$ cat src/rtl/apb_modport.sv
// APB register block that runs a simple countdown "transfer" engine with done interrupt.
// Zero-wait-state slave: every enabled access completes in the cycle it is presented.
module apb_modport (
    input  logic        clk,
    input  logic        reset,
    input  logic        pclken,
    input  logic        psel,
    input  logic        penable,
    input  logic [12:0] paddr,
    input  logic        pwrite,
    input  logic [31:0] pwdata,
    input  logic        scan_en,
    output logic [31:0] prdata,
    output logic        pslverr,
    output logic        pready,
    output logic        idle,
    output logic        INT
);

    localparam logic [31:0] ID_VALUE = 32'hDA1A0001;

    localparam logic [2:0] IDX_START    = 3'd0;
    localparam logic [2:0] IDX_SRC      = 3'd1;
    localparam logic [2:0] IDX_DST      = 3'd2;
    localparam logic [2:0] IDX_LEN      = 3'd3;
    localparam logic [2:0] IDX_STATUS   = 3'd4;
    localparam logic [2:0] IDX_INT_EN   = 3'd5;
    localparam logic [2:0] IDX_INT_STAT = 3'd6;
    localparam logic [2:0] IDX_ID       = 3'd7;

    typedef enum logic {ST_IDLE, ST_BUSY} state_t;

    state_t      r_state;
    state_t      w_nextState;
    logic        w_busy;

    logic [31:0] r_src;
    logic [31:0] r_dst;
    logic [15:0] r_len;
    logic        r_intEn;
    logic        r_done;
    logic [15:0] r_remaining;

    logic        w_access;
    logic        w_mapped;
    logic [2:0]  w_idx;
    logic        w_wrEn;
    logic        w_startReq;
    logic        w_startOk;
    logic        w_startRej;
    logic        w_finish;
    logic [31:0] w_rdData;

    assign w_access   = pclken & psel & penable;
    assign w_mapped   = (paddr[12:5] == 8'd0);
    assign w_idx      = paddr[4:2];
    // scan_en suppresses every register write, including START and W1C
    assign w_wrEn     = w_access & pwrite & w_mapped & ~scan_en;
    assign w_startReq = w_wrEn && (w_idx == IDX_START) && pwdata[0];
    assign w_startOk  = w_startReq && !w_busy && (r_len != 16'd0);
    assign w_startRej = w_startReq && !w_startOk;
    assign w_finish   = w_busy && !scan_en && (r_remaining == 16'd1);

    always_ff @(posedge clk) begin
        if (reset) begin
            r_state <= ST_IDLE;
        end else begin
            r_state <= w_nextState;
        end
    end

    always_comb begin
        w_nextState = r_state;
        case (r_state)
            ST_IDLE: if (w_startOk) w_nextState = ST_BUSY;
            ST_BUSY: if (w_finish)  w_nextState = ST_IDLE;
            default: w_nextState = ST_IDLE;
        endcase
    end

    always_comb begin
        w_busy = 1'b0;
        case (r_state)
            ST_BUSY: w_busy = 1'b1;
            default: w_busy = 1'b0;
        endcase
    end

    always_ff @(posedge clk) begin
        if (reset) begin
            r_remaining <= '0;
        end else if (w_startOk) begin
            r_remaining <= r_len;
        end else if (w_busy && !scan_en) begin
            r_remaining <= r_remaining - 16'd1;
        end
    end

    always_ff @(posedge clk) begin
        if (reset) begin
            r_src   <= '0;
            r_dst   <= '0;
            r_len   <= '0;
            r_intEn <= 1'b0;
        end else if (w_wrEn) begin
            case (w_idx)
                IDX_SRC:    r_src   <= pwdata;
                IDX_DST:    r_dst   <= pwdata;
                IDX_LEN:    r_len   <= pwdata[15:0];
                IDX_INT_EN: r_intEn <= pwdata[0];
                default:    ;
            endcase
        end
    end

    // Completion has priority over a simultaneous W1C so no done event is lost
    always_ff @(posedge clk) begin
        if (reset) begin
            r_done <= 1'b0;
        end else if (w_finish) begin
            r_done <= 1'b1;
        end else if (w_wrEn && (w_idx == IDX_INT_STAT) && pwdata[0]) begin
            r_done <= 1'b0;
        end
    end

    always_comb begin
        w_rdData = '0;
        if (w_mapped) begin
            case (w_idx)
                IDX_SRC:      w_rdData = r_src;
                IDX_DST:      w_rdData = r_dst;
                IDX_LEN:      w_rdData = {16'd0, r_len};
                IDX_STATUS:   w_rdData = {r_remaining, 15'd0, w_busy};
                IDX_INT_EN:   w_rdData = {31'd0, r_intEn};
                IDX_INT_STAT: w_rdData = {31'd0, r_done};
                IDX_ID:       w_rdData = ID_VALUE;
                default:      w_rdData = '0;
            endcase
        end
    end

    always_comb begin
        pslverr = 1'b0;
        if (w_access) begin
            if (!w_mapped) begin
                pslverr = 1'b1;
            end else if (pwrite && !scan_en) begin
                if ((w_idx == IDX_STATUS) || (w_idx == IDX_ID) || w_startRej) begin
                    pslverr = 1'b1;
                end
            end
        end
    end

    assign prdata = (w_access && !pwrite) ? w_rdData : '0;
    assign pready = w_access;
    assign idle   = ~w_busy;
    assign INT    = r_done & r_intEn;

endmodule

$ cat config.mk
export PLATFORM = sky130hd
export DESIGN_NAME = apb_modport
export DESIGN_NICKNAME = d
export VERILOG_FILES = /design/src/rtl/apb_modport.sv
export SDC_FILE = /design/constraint.sdc
export NUM_CORES = 1
export LEC_CHECK = 0
export ABC_AREA = 1
export BUFFER_PORTS_ARGS = -buffer_cell sky130_fd_sc_hd__buf_2
export CAP_MARGIN = 20
export CORE_UTILIZATION = 56
export CTS_CLUSTER_DIAMETER = 50
export DETAILED_ROUTE_END_ITERATION = 16
export PLACE_DENSITY = 0.8
export SLEW_MARGIN = 20
export SYNTH_ARGS = -nofsm -noshare
export SYNTH_HDL_FRONTEND = slang
export SYNTH_SLANG_ARGS = --single-unit
$ cat constraint.sdc
create_clock -name clk -period 1.7 [get_ports clk]
set_input_delay 0.34 -clock clk [delete_from_list [all_inputs] [get_ports clk]]
set_output_delay 0.34 -clock clk [all_outputs]
set_load 0.05 [all_outputs]
==> flow_summary.toml <==
[clock_network]
clkLatencyLatePin_ps = 380
cts.clk_slew.worst_paths_ps = 130
cts_tree = "done"
root_buffer = "clkbuf_8"
cts_buffers = 9
htree_levels = 3
cts_sinks = 99
clk_path_buf_depth = 2

[synth]
ys_top_cells_by_area = "dfxtp_1, a21oi_1, nand2_1"
syn_avg_cell_area_sq_um = 6.703
synth_nets = 801
yosys_warnings = 0
synth-seq-area-share_pct = 39.58
syn_area_sq_um = 5007
synthCells = 747
yosys.area.top_type = "dfxtp_1"
ys_seq_elements = 99
ys_types = 35
netlist.area_leader.share_pct = 39.58

[finish]
layoutNonFillerInstCount = 1005
final_core_util_pct = 89.91
area_growth_pct = 55.82
final_common_cell = "nand2_1"
final_cell_mix = "nand2_1, inv_1, a21oi_1, dfxtp_1, o21ai_1"
fin_nets = 946
diodes = 0
drive_above_1_share_pct = 35.45

[placement]
routabilityCongestion = 0.9144
post-place-cells = 961
port_buffers = 85
dp_slack_ps = -285.1
dp_hpwl_mm = 10.87

[detailed_routing]
dr.pass1.iters = 8
viasPerCell = 6.493
num_vias = 6525
drt_wl_total_mm = 23.53
drt_iter0_markers = 719
post-route-drc-count = 0
ant_nets = 0
wl_per_cell_microns = 23.41

[sta]
worstMarginPinSlew_ps = 447.2
layout_min_cycle_time_ps = 2208
rsz0062_at_grt = "true"
relSlewSlack_pct = 70.18
worst_slack_ps = -507.9
finalSetupViolCount = 54
finalHoldViolations = 0
slew_viol_final = 0
fin_worst_skew_ps = 16.73
fmax_ghz = 0.4529
period_share_pct = 129.9

[critical_path]
required_ps = 1360
critical_path_arrival_ps = 1870
crit_path_end_kind = "primary output"
start_kind = "flip-flop"
path_class = "reg -> out"
cp_max_fo = 2

[die]
die_width_microns = 96.56
io_pins = 88
die_h_microns = 96.56
start_util_pct = 57.70
coreArea_sq_um = 8678
dieArea_sq_um = 9324
rows = 34

[global_route]
antenna_found_initial = 1
overflow = 0
grt_pass1_wl_mm = 32.03
grt_max_degree = 60
grt_pass1_vias = 6167
grt.total_usage_pct = 45.98

[power_and_ir_drop]
total_power_w = 0.004491
power_density_nw_per_um2 = 575.6
ir_drop_uv = 458.7
p_leak_nw = 2.892

[status]
violations = "negative setup slack"
status = "finished, violations left"

[run]
cap_violations = 0

[hold_path]
worstHoldPathType = "in -> reg"
## per-layer routing
metal  GRT usage, %  wire length (microns)  up-vias
li1               -                      -     2738
met1          52.35                   7847     3018
met2          74.30                  10800      561
met3          12.75                   2817      208
met4          32.23                   2068        0
met5              0                      0        -
## kinds of logic after synthesis
family          count (synthesis)  share of synthesized area, %
buf+inv                       159                         13.07
simple gates                  249                         21.89
flops                          99                         39.58
xor+xnor                        1                        0.1749
fa+ha+maj                       2                        0.4997
compound gates                237                         24.79
## where the power goes
| group | switching (W) | internal, W |
|---|---|---|
| Sequential | 0.0000000404 | 0.00232 |
| Combinational | 0.000279 | 0.000211 |
| Clock | 0.00107 | 0.000616 |
## synthesized netlist by cell type (all sizes together)
master and count:
buf 26, o221a 1, or2 2, o21ai 86, nand3 42, clkbuf 14
a21oi 116, inv 119, nor3 4, nand2 140, nand4 3, ha 2
o211ai 1, a21boi 1, xor2 1, nor2 55, dfxtp 99, a31oi 23
o22ai 9, and3 1, nand3b 2
## layout make-up
cell class | count | area, sq um
clock buffer | 9 | 123.9
multi-input combinational | 489 | 3207
clock inverter | 7 | 96.34
timing repair inverter | 1 | 7.507
fill | 359 | 875.8
sequential | 99 | 1997
timing repair buffer | 173 | 1757
inverter | 119 | 479.2
tap | 108 | 135.1
## repair_timing
action | CTS | global route
pin swaps | 15 | 27
hold buffers | 0 | 0
resized for setup | 138 | 75
endpoints found under the setup margin | 34 | 60
buffers inserted | 16 | 12
cloned | 9 | 0
## worst max-delay path, stage by stage (launching register included)
cell and delay (ps):
dfxtp_1 340, nor2_1 160, nand2_2 100, nor2_4 140, nand2_1 90, nand2_1 90, nand2_1 80, nand2_2 80
nand2_2 80, a21boi_4 150, buf_6 170
## through the flow
step	setup TNS, ps	hold slack, ps	area [sq um]
5_1_grt	-21750	240.5	7802
3_5_place_dp	-17820	435.4	6479
3_3_place_gp	-14070	429.7	6479
4_1_cts	-5442	226.2	7562
6_report	-11540	223.9	7802
2_1_floorplan	-2020	423.2	5572
## state kept, by name (all words and copies together), names as in the netlist
signal and count:
r_remaining 16, r_src 32, r_dst 32, r_intEn 1
r_done 1, r_state 1, r_len 16
## final timing paths
kind / from / endpoint / cells after the start / slack (ps)
hold / removal: pwdata[24] / r_dst[24]$_SDFFE_PP0P_ / 3 / 220
setup reg to reg: r_len[12]$_SDFFE_PP0P_ / r_remaining[8]$_SDFFE_PP0P_ / 11 / -450
setup / recovery: r_len[11]$_SDFFE_PP0P_ / pslverr / 10 / -510
hold reg to reg: r_dst[23]$_SDFFE_PP0P_ / r_dst[23]$_SDFFE_PP0P_ / 2 / 460
(Power assumes the default switching activity.)
